[config.mk]
export PLATFORM = sky130hd
export DESIGN_NAME = fsm_seq_monitor
export DESIGN_NICKNAME = d
export VERILOG_FILES = /design/src/rtl/fsm_pkg.sv /design/src/rtl/fsm_mon_cmp.sv /design/src/rtl/fsm_seq_monitor.sv
export SDC_FILE = /design/constraint.sdc
export NUM_CORES = 1
export LEC_CHECK = 0
export CORE_UTILIZATION = 31
export CTS_BUF_LIST = sky130_fd_sc_hd__clkbuf_8
export DETAILED_ROUTE_END_ITERATION = 8
export SLEW_MARGIN = 0
export SYNTH_ARGS = -nofsm -noshare
export SYNTH_HDL_FRONTEND = slang
export SYNTH_SLANG_ARGS = --single-unit
export TNS_END_PERCENT = 10
[constraint.sdc]
create_clock -name clock -period 5.9 [get_ports clock]
set_input_delay 0.59 -clock clock [delete_from_list [all_inputs] [get_ports clock]]
set_output_delay 0.59 -clock clock [all_outputs]
set_load 0.1 [all_outputs]
[src/rtl/fsm_pkg.sv]
// Shared state encoding and index-advance rule for the constant-output fsm and its monitor.
// Both sides call next_idx so their wrap behaviour stays identical.
package fsm_pkg;

  localparam int unsigned DefW = 3;
  localparam int unsigned DefN = 7;

  typedef enum logic [1:0] {
    HUNT  = 2'd0,
    TRACK = 2'd1,
    ERR   = 2'd2
  } fsm_state_e;

  // Advance only when the state's advance input is high; wrap N-1 -> 0.
  function automatic int unsigned next_idx(input int unsigned idx, input logic adv_bit,
                                           input int unsigned n);
    if (!adv_bit) return idx;
    return (idx == n - 1) ? 0 : idx + 1;
  endfunction

endpackage

[src/rtl/fsm_mon_cmp.sv]
// Selects the expected constant c_sel from the packed constant vector and compares it with y.
module fsm_mon_cmp
  import fsm_pkg::*;
#(
  parameter int unsigned W  = DefW,
  parameter int unsigned N  = DefN,
  parameter int unsigned IW = (N > 1) ? $clog2(N) : 1
) (
  input  logic [N*W-1:0] cvec,
  input  logic [IW-1:0]  sel,
  input  logic [W-1:0]   y,
  output logic           match
);

  logic [W-1:0] c_sel;

  always_comb begin
    c_sel = '0;
    for (int unsigned k = 0; k < N; k++) begin
      if (sel == IW'(k)) c_sel = cvec[k*W +: W];
    end
  end

  assign match = (y == c_sel);

endmodule

[src/rtl/fsm_seq_monitor.sv]
// Observer for the N-state constant-output fsm: locks on c_0, tracks the expected index, counts
// mismatches. Define FSM_MON_RESYNC_EN to return to HUNT on a mismatch instead of sticky ERR.
module fsm_seq_monitor
  import fsm_pkg::*;
#(
  parameter  int unsigned W     = DefW,
  parameter  int unsigned N     = DefN,
  parameter  int unsigned CNT_W = 8,
  localparam int unsigned IW    = (N > 1) ? $clog2(N) : 1
) (
  input  logic             clock,
  input  logic             reset,
  input  logic             en,
  input  logic [N-1:0]     adv,
  input  logic [N*W-1:0]   cvec,
  input  logic [W-1:0]     y,
  output logic             locked,
  output logic             err,
  output logic [CNT_W-1:0] err_cnt,
  output logic [IW-1:0]    exp_idx
);

  fsm_state_e       state_q, state_d;
  logic [IW-1:0]    idx_q, idx_d;
  logic [CNT_W-1:0] cnt_q, cnt_d;
  logic             err_q, err_d;
  logic             locked_q, locked_d;
  logic [IW-1:0]    sel;
  logic             match;

  // While hunting, the only candidate is c_0.
  assign sel = (state_q == TRACK) ? idx_q : '0;

  fsm_mon_cmp #(
    .W  (W),
    .N  (N),
    .IW (IW)
  ) u_cmp (
    .cvec  (cvec),
    .sel   (sel),
    .y     (y),
    .match (match)
  );

  always_comb begin
    state_d = state_q;
    idx_d   = idx_q;
    cnt_d   = cnt_q;
    err_d   = 1'b0;
    unique case (state_q)
      HUNT: begin
        if (en && match) begin
          state_d = TRACK;
          idx_d   = IW'(next_idx(0, adv[0], N));
        end
      end
      TRACK: begin
        if (en) begin
          if (match) begin
            idx_d = IW'(next_idx(32'(idx_q), adv[idx_q], N));
          end else begin
            err_d = 1'b1;
            cnt_d = (&cnt_q) ? cnt_q : cnt_q + CNT_W'(1);
`ifdef FSM_MON_RESYNC_EN
            state_d = HUNT;
            idx_d   = '0;
`else
            state_d = ERR;
`endif
          end
        end
      end
      ERR: begin
        err_d = 1'b1;
      end
      default: begin
        state_d = HUNT;
        idx_d   = '0;
      end
    endcase
    locked_d = (state_d == TRACK);
  end

  always_ff @(posedge clock) begin
    if (!reset) begin
      state_q  <= HUNT;
      idx_q    <= '0;
      cnt_q    <= '0;
      err_q    <= 1'b0;
      locked_q <= 1'b0;
    end else begin
      state_q  <= state_d;
      idx_q    <= idx_d;
      cnt_q    <= cnt_d;
      err_q    <= err_d;
      locked_q <= locked_d;
    end
  end

  assign locked  = locked_q;
  assign err     = err_q;
  assign err_cnt = cnt_q;
  assign exp_idx = idx_q;

endmodule
Word level (Yosys, flattened, before mapping)
Index checks and enable logic that the tools add are counted.

Add/sub/neg operators: 2. $mul: 0. Div/mod/pow operators: 0. Magnitude comparators: 1. Equal/unequal tests: 15. Shift operators: 0. Multiplexer cells: 32. Bitwise operators: 3. Reduce and logical (&&, ||, !) cells: 6.

Operator list (number): $mux W3 (14); $eq A3 B3 Y1 const B (4); $mux W1 (11); $pmux W3 S3 (1); $add A8 B1 Y8 const B (1); $reduce_and A8 Y1 (1); $eq A3 B2 Y1 const B (2); $mux W2 (3); $ne A2 B2 Y1 const B (3); $pmux W2 S3 (1); $reduce_and A5 Y1 (1); $eq A2 B1 Y1 const B (2); $lt A3 B4 Y1 const B (1); $reduce_and A4 Y1 (1); $add A3 B1 Y3 const B (1); $bmux W1 S3 (1); $eq A3 B1 Y1 const B (1); $eq A3 B3 Y1 (1); $logic_not A3 Y1 (1); $ne A3 B3 Y1 const B (1); $not A1 Y1 (3); $eq A2 B2 Y1 const B (1); $logic_not A2 Y1 (1); $pmux W1 S2 (1); $logic_and A1 B1 Y1 (1).

Bits in registers: 15. Latch bits: 0. RAM bits: 0. Bits in read-only memories: 0. Input port bits: 34. Output and inout bits: 13. Logic and storage cells: 64. Memories: 0.

Longest topological paths before layout
Depth in word-level cells: 18. Depth in mapped cells: 11. Gate-level depth less buffers: 9.

By module
Synthesis repeated with hierarchy kept, for this count alone.

Cells, all modules: 121. Area total of the unflattened synthesis: 1111.1 um2.

Modules (own cells, without submodules): fsm_seq_monitor (instances 1, cells an instance 93, area an instance 864.6 um2, seq. area each 300.3 um2); fsm_mon_cmp (instances 1, cells an instance 28, area an instance 246.5 um2, seq. area each 0.0 um2).

Least setup slack after synthesis
No wires, ideal clock.

Path kind: register to register. From: register idx_q[2] (netlist: exp_idx[2]). To: register cnt_q[5] (netlist: err_cnt[5]). Library setup time: 72 ps. Arrival: 2822 ps. Required time: 5828 ps. Setup slack: 3006 ps. Cell stages (with the launch flop): 9. Buffers on the path: 2. Clock period less this slack: 2894 ps. Cells stage by stage: dfxtp_1 > buf_2 > a21boi_1 > o221ai_2 > o32a_2 > and4_1 > buf_6 > nor4_1 > mux2i_1.

Longest elaborated chain between the ends: 12. Elaborated cells on any way between the ends: 18. Classes of those cells: eq/ne (7); mux (8); bitwise (1); reduce/logical (2).

Ends and longest elaborated chain: start, declared (line fsm_seq_monitor.sv:24) `logic [IW-1:0] idx_q, idx_d;`; start signal, assigned (line fsm_seq_monitor.sv:93) `idx_q <= idx_d;`; $mux W3 (*) (line fsm_seq_monitor.sv:32) `assign sel = (state_q == TRACK) ? idx_q : '0;`; $logic_not A3 Y1 (line fsm_mon_cmp.sv:20) `if (sel == IW'(k)) c_sel = cvec[k*W +: W];`; $mux W3 (6 in series) (line fsm_mon_cmp.sv:20); $mux W3 (*) (line fsm_mon_cmp.sv:20); $eq A3 B3 Y1 (*) (line fsm_mon_cmp.sv:24) `assign match = (y == c_sel);`; $not A1 Y1 (no line) (*); $reduce_and A4 Y1 (no line) (*); end signal, assigned (line fsm_seq_monitor.sv:94) `cnt_q <= cnt_d;`; end, declared (line fsm_seq_monitor.sv:25) `logic [CNT_W-1:0] cnt_q, cnt_d;`.

Mark *: on every way between the ends. The rest lies on a longest branch, timed or not. A chain may end at the register's enable or synchronous reset.

Worst setup path in the final report
From: register idx_q[0] (netlist: exp_idx[0]). To: output exp_idx[0].

RTL lines: end, declared (line fsm_seq_monitor.sv:20) `output logic [IW-1:0] exp_idx`.

No word-level cell between the ends.

==> results.md <==
- The synthesized netlist occupies a cell area of between 1000 and 1500 um^2.
- CTS built an H-tree with a depth of 1.
- The data required time at the worst endpoint is ~5300 ps.
- The area fraction of the dominant cell type after synthesis is 0.236.
- The initial antenna violation count was 0.
- The x dimension of the die is approximately 66 um.
- STA classifies the critical path endpoint as a primary output.
- The CTS tree is done.
- Signal routing reaches up to met3.
- The total nets after synthesis is 195.
- The clock arrives with 8.50 ps of skew.
- The worst hold slack is about 510 ps.
- The reported leakage power is between 0.6 and 0.7 nW.
- After detailed routing, the total wire length is approximately 3500 um.
- The biggest fanout along the worst timing path is 22.
- The post-synthesis area per instance is between 8 and 9 um^2.
- The number of rows created at floorplan is 22.
- The first detailed-routing pass took 6 iterations.
- Detailed routing placed a total of roughly 1700 um of wire on met2.
- The number of enable-type register cells in the synthesized netlist is 0.
- The tightest slew margin relative to the limit is 0.348.
- The count of nets left with antenna violations after detail routing is 0.
- The first global-routing pass estimated around 5600 um of wire.
- Once placement finished, the instance area stood at around 1700 um^2.
- The total setup violations reported at the end of the flow is 0.
- The number of synthesis warnings is 0.
- The final count of hold timing violations was 0.
- The number of gates resized after CTS is 0.
- The design draws roughly 0.26 mW.
- The cell count after placement is ~240.
- The leading register cell type out of synthesis is dfxtp_1.
- The initial standard-cell utilization of the core is 0.335.
- The worst-margin pin slew is 974 ps.
- The final instance area is roughly 1800 um^2.
- The power density over the cells is between 100 and 150 nW/um^2.
- The number of max-slew violations in the final report is 0.
- The number of standard cells in the layout, taps in and fillers out is approximately 250.
- The flow ran to the end, and the final reports show no timing, DRC or antenna violations.
- The timing startpoint of the critical path is exp_idx[0]$_SDFFE_PN0P_.
- The kind of cell with the highest combined delay on the critical path is buffers and inverters.
- The ratio of routed vias to standard cells is about 5.4.
- In the final routing, the length of wire on met1 measures 1680 um.
- The number of sinks on the clock net is 15.
- The placer's final routability congestion estimate is between 0.8 and 0.9.
- The tool flagged a number of max-cap violations equal to 0.
- The count of buffering cells on the critical path with inverters included is 1.
- For this design, the CTS-stage hold fixing added 0 buffers.
- The floorplan step defined a die boundary enclosing approximately 4400 um^2.
- The worst setup path is of the reg2out kind.
- In this run the tool buffered the top-level ports with 46 buffer cells.
- The placed wire-length estimate is 2710 um.
- Of the available clock period, the critical path in the final layout requires 0.506.
- Clock latency on the worst-skew pair, taken at its later pin, is 250 ps.
- For this run the aggregate overflow at the end of global routing stands at 0.
- The number of buffers created by CTS is 3.
- Clock-pin slew was measured on the worst setup and hold paths at roughly 70 ps.
- Of the synthesized area, sequential elements account for 0.236.
- The critical path launch point type is a flop.
- The achievable frequency is 335 MHz.
- The floorplan step set the die height to about 66 um.
- The worst hold path begins at err_cnt[1]$_SDFFE_PN0P_.
- The root cell of the clock tree is clkbuf_8.
- The number of top-level design ports is 47.
- Relative to the synthesized area, the layout overhead comes to 40.4%.
- In this run the standard cell core region covers roughly 3800 um^2.
- Entering global routing, the biggest net connects 23 pins.
- The routed wirelength normalized by instance count is around 14 um.
- The largest incremental delay on the critical path is between 1000 and 1500 ps.
- The count of antenna diodes in the layout is 0.
- The final route contains 1,331 vias.
- The clock passes through at most 2 buffers.
- The post-synthesis cell count is approximately 160.
- The pre-CTS worst setup slack is 3000 ps.
- The startpoint identified for the worst register-to-register timing path is state_q[1]$_SDFF_PN0_.
- The total global-route track usage is 0.165.
- In the post-synthesis netlist, the biggest area contributors are dfxtp_1 24%, mux2i_1 8.7%, nand2_1 5.9%.
- The number of distinct library cells after synthesis is between 40 and 50.
- The share of the core filled with cells in the final layout is 0.470.
- After the last flow step, the layout net total stands at approximately 240.
- Setup repair after global routing left no endpoint under its margin.
- The async set-or-reset flop fraction in the synthesized netlist is 0.
- The share of layout cells above drive strength 1 is 0.0711.
- After routing, the total negative slack on setup checks comes to 0 ps.
- Once routing completed, OpenROAD measured the worst setup slack at between 2000 and 3000 ps.
- The min-delay analysis places its worst path in the category reg2reg.
- Buffers added to address setup during post-CTS repair amount to 0.
- In the routed design, unresolved DRC markers number 0.
- The met3 wirelength from detailed routing is 145 um.
- The number of storage elements in the synthesis netlist is 15.
- For this design, the slowest cell found on the critical path is clkdlybuf4s50_1.
- The critical path goes through clkdlybuf4s50_1.
- The first routing iteration left 60 violations.
- The cell taking the most area after synthesis is dfxtp_1.
- IR analysis of the VDD net gives a maximum drop of between 0.09 and 0.1 mV.
- At the worst endpoint, the arrival time is 2390 ps.
- The number of global-route vias before repair is between 1,000 and 1,500.
- The shortest period the worst path allows is a little under 3000 ps.
==> final timing paths <==
check                                 end  slack, ps  depth (start not counted)
hold / removal    err_cnt[1]$_SDFFE_PN0P_        510                          2
setup / recovery               exp_idx[0]       2920                          1
setup reg to reg  exp_idx[0]$_SDFFE_PN0P_       3080                          9
hold reg to reg   err_cnt[1]$_SDFFE_PN0P_        510                          2
==> synth_stat cells, drive strengths merged, types with 3 or more instances <==
cell    number
dfxtp       15
mux2i       11
buf          6
ha           5
a211o        3
nand4        4
or3          3
nand2b      11
nor2b        5
or4          3
and2         3
o221ai       7
nand3        8
inv          6
o21ai        3
nand2       20
clkbuf       3
mux2         4
nor2         6
==> logic make-up (layout without fill, tap and decap cells) <==
kind of cell,Yosys count,after routing,share of synthesized area
and+or+nand+nor,72,72,0.310
AOI/OAI and AO/OA,32,32,0.209
muxes,15,15,0.122
DFF,15,15,0.236
buffers and inverters,15,56,0.0600
adders and majority gates,5,5,0.0492
xor gates and xnor gates,2,2,0.0138
==> layout make-up <==
cell class	count	area, um^2
multi-input cells	126	895
repair buffers	46	460
clock inverters	1	5.00
clock buffers	3	41.3
flip-flops and latches	15	300
inverters	6	22.5
fillers	389	2010
well taps	48	60.1
==> sequential cells by signal, summed over array words and instances (netlist names) <==
name	cells
locked	1
state_q	2
err_cnt	8
err	1
exp_idx	3
==> cells in the final DEF, fill, tap and decap left out, drive strengths merged, types with 4 or more instances in the layout <==
cell type      netlist  layout
mux2                 4       4
nor2b                5       5
nor2                 6       6
dfxtp               15      15
o221ai               7       7
nand2               20      20
nand4                4       4
nand2b              11      11
nand3                8       8
inv                  6       6
mux2i               11      11
ha                   5       5
clkdlybuf4s50        0      46
==> worst reg2reg max path: stages (launching register included) <==
cell and delay [ps]:
dfxtp_1 350, inv_1 120, ha_1 520, and2_1 240
o221ai_1 110, a32oi_1 260, xnor2_1 170, nand4_1 320
o21ai_0 450, mux2i_1 220
==> layer usage <==
metal  vias up  global-route usage
li1        663                   -
met4         0              0.0239
met1       627               0.220
met3         0              0.0259
met5         -                   0
met2        41               0.283
==> where the power goes <==
part / internal, mW / switching [mW]
sequential: 0.103 / 0.00402
combinational: 0.0370 / 0.0306
clock: 0.0468 / 0.0371
total: 0.186 / 0.0717
No activity file was read; power rests on OpenSTA's default activity.
==> RTL edit 1 (same settings) <==
Register the input `cvec` before use, with the module's reset. The logic sees it one clock later. The other inputs are not delayed to match.
--- a/src/rtl/fsm_seq_monitor.sv
+++ b/src/rtl/fsm_seq_monitor.sv
@@ -22,2 +22,12 @@
 
+  logic [N*W-1:0] cvec_q;
+
+  always_ff @(posedge clock) begin
+    if (!reset) begin
+      cvec_q <= '0;
+    end else begin
+      cvec_q <= cvec;
+    end
+  end
+
   fsm_state_e       state_q, state_d;
@@ -38,3 +48,3 @@
   ) u_cmp (
-    .cvec  (cvec),
+    .cvec  (cvec_q),
     .sel   (sel),
Check against the original RTL: not equivalent (Yosys sat finds a counterexample within 4 cycles, from zero or initial values and one cycle with reset low).
==> RTL edit 1 against the original RTL <==
- sequential cell count increased by 21
- area after synthesis increased by 40%
- setup slack got worse by 0.0026 ns
- power increased by 110%
- final area increased by 32%
- hold slack improved by 0.0029 ns
- wire length increased by 8.6%
- core utilization decreased by 4.0 points
- die area increased by 38%
- critical path type is now reg -> reg
- largest cell class unchanged
==> RTL edit 1: results <==
run_status:
  status: "complete, no violations"
clock_network:
  htree_levels: 2
  clock_latency_ns: 0.29
global_route:
  grt_max_degree: 31
worst_setup_path:
  crit_slowest_cell: "ha_1"
  critPathCapture: "exp_idx[0]$_SDFFE_PN0P_"
  cp_top_family: "compound AO/OA/AOI/OAI gates"
  startpoint: "state_q[1]$_SDFF_PN0_"
  reg2reg_depth: 10
timing:
  hold_slack_ns: 0.510
  slew_headroom_pct: 34.7
power_and_ir_drop:
  cellLeakagePower_uw: 0.000878
  max-vdd-ir-drop_v: 0.000125
routing:
  vias_per_cell: 4.82
  dr.pass1.iters: 4
placement:
  gp_congestion: 0.741
synth:
  muxShareOfSynthArea_pct: 6.13
  synth.distinct_cells: 47
  synth_seq_cells: 36
  synthTopCellsByArea: "dfxtp_1 (41%), and2_1 (8.1%), ha_1 (3.5%)"
  synthXorXnorAreaFrac_pct: 2.96
final_layout:
  clk_share_pct: 3.97
  drive_gt1_share_pct: 7.53
  multi_input_area_um2: 968
  n_all_inverters: 8
  largest_reg_flops: 21
hold_path:
  min-delay-start: "err_cnt[5]$_SDFFE_PN0P_"
RTL edit 1: cell types whose count changed after synthesis, moves of 3 or more:
cell,before,now
dfxtp_1,15,36
and2_1,3,23
mux2i_1,11,3
nor2_1,6,12
nand2b_1,11,6
a21oi_1,1,10
xor2_1,0,4
nand2_1,20,12
o22ai_1,2,5
nand4_1,4,1
RTL edit 1: stage by stage:
stage	cell area, um2	setup WS (ns)
2_1_floorplan	1780	2.95
3_3_place_gp	2270	3.00
3_5_place_dp	2270	2.92
4_1_cts	2360	2.89
5_1_grt	2360	2.62
6_report	2360	2.91
RTL edit 1: power by group:
part           internal [uW]  leakage, uW  switching (uW)
clock network           93.1    0.0000486            83.2
registers                254     0.000296            10.1
logic                   50.6     0.000533            53.8
total                    397     0.000878             147
RTL edit 1: layer usage:
layer	share of wire, %	GRT usage, %	routed length [um]	vias to the layer above
met5	0	0	0	-
met1	48	18.4	1830	694
met2	46	22.7	1730	28
met3	4.1	3.53	155	5
li1	-	-	-	771
met4	1.7	5.66	65	0
==> RTL edit 2 (same flow settings) <==
Made on the original files. Change the package constant `DefN` from 7 to 8.
--- a/src/rtl/fsm_pkg.sv
+++ b/src/rtl/fsm_pkg.sv
@@ -5,3 +5,3 @@
   localparam int unsigned DefW = 3;
-  localparam int unsigned DefN = 7;
+  localparam int unsigned DefN = 8;
 
Interface: changed (resized adv and cvec); port bits go from 47 to 51. The function was not compared with the original's and may differ.
==> RTL edit 2 against the original RTL <==
- setup slack worse by 0.47 ns
- area after synthesis is 2.0% higher
- power rose by 5.2%
- core utilization decreased by 1.4 points
- wire length is 0.17% higher
- sequential cell count unchanged
- final area rose by 2.2%
- critical path depth rose by 7
==> RTL edit 2: results <==
final_layout:
  n_fill_cell: 385
  drive_gt1_share_pct: 8.04
  diodes: 0
routing:
  drt_iter0_markers: 111
  dr.pass1.iters: 4
  totalWireLength_mm: 3.49
worst_setup_path:
  crit_fanout: 20
  cp_data_arrival_time_ns: 3.59
synth:
  synth_commonest_cells: "dfxtp_1 (15), a21oi_1 (13), nand2_1 (12)"
  syn_nets: 199
  synth.distinct_cells: 53
  postSynthCellCount: 154
  synthTopCellsByArea: "dfxtp_1 (23%), ha_1 (6.8%), mux4_2 (5.2%)"
timing:
  slew_headroom_pct: 31.5
  period_minus_slack_ns: 3.46
  finClkSkew_ns: 0.00679
global_route:
  grt_max_degree: 21
  grt_pass1_vias: 1272
  grt_pass1_wl_mm: 5.71
  grt_use_total_pct: 16.5
power_and_ir_drop:
  max-vdd-ir-drop_v: 0.000126
  cellLeakagePower_uw: 0.000657
placement:
  gp_congestion: 0.814
  dp.cells: 245
  portBuffers: 50
  dp_hpwl_mm: 2.66
run_status:
  status: "complete, no violations"
clock_network:
  cts-root-buf: "clkbuf_8"
-- RTL edit 2: final cells by class --
type | count | share of cell area, %
flip-flops and latches | 15 | 16.5
well taps | 50 | 3.43
inverters | 8 | 1.65
multi-input cells | 122 | 48.6
clock inverters | 1 | 0.206
repair buffers | 50 | 27.4
clock buffers | 3 | 2.26
-- RTL edit 2: final timing paths --
| check | slack, ns | cells past startpoint | end | startpoint |
|---|---|---|---|---|
| worst max register to register | 2.44 | 8 | state_q[1]$_SDFF_PN0_ | exp_idx[1]$_SDFFE_PN0P_ |
| worst min-delay path | 0.51 | 2 | err_cnt[2]$_SDFFE_PN0P_ | err_cnt[2]$_SDFFE_PN0P_ |
| worst min register to register | 0.51 | 2 | err_cnt[2]$_SDFFE_PN0P_ | err_cnt[2]$_SDFFE_PN0P_ |
| worst max-delay path | 2.44 | 8 | state_q[1]$_SDFF_PN0_ | exp_idx[1]$_SDFFE_PN0P_ |
-- RTL edit 2: critical path: stages, from the launching register on --
cell and delay (ns):
dfxtp_1 0.79, clkinv_1 0.36, or3_1 0.44, o22ai_1 0.20, a41oi_2 0.06, xor2_1 0.17, nor3_2 0.82, o22ai_1 0.27
and2_1 0.23
-- RTL edit 2: report_power, final --
part,total (uW),switching (uW),internal [uW]
clock network,81.3,35.3,46.0
registers,108,4.84,103
logic,81.9,40.7,41.1
-- RTL edit 2: cells by family (layout without fill, tap and decap cells) --
| group | after synthesis | in the layout | synth area share (%) |
|---|---|---|---|
| compound gates | 40 | 40 | 21.6 |
| simple gates | 61 | 61 | 26.4 |
| xor+xnor | 3 | 3 | 2.03 |
| buf+inv | 17 | 62 | 8.49 |
| flops | 15 | 15 | 23.2 |
| fa+ha+maj | 7 | 7 | 6.76 |
| mux | 11 | 11 | 11.6 |
-- RTL edit 2: through the flow --
stage          util, %  total power (uW)
2_1_floorplan        -               161
3_3_place_gp      44.5               191
3_5_place_dp      44.5               192
4_1_cts           45.6               275
5_1_grt           45.6               286
6_report          45.6               271
-- RTL edit 2: routing by layer --
metal,wire length [um],vias to the layer above,global-route usage [%]
met5,0,-,0
met4,48,0,5.59
met3,242,6,2.05
met2,1680,60,30.1
met1,1520,605,19.6
li1,-,666,-
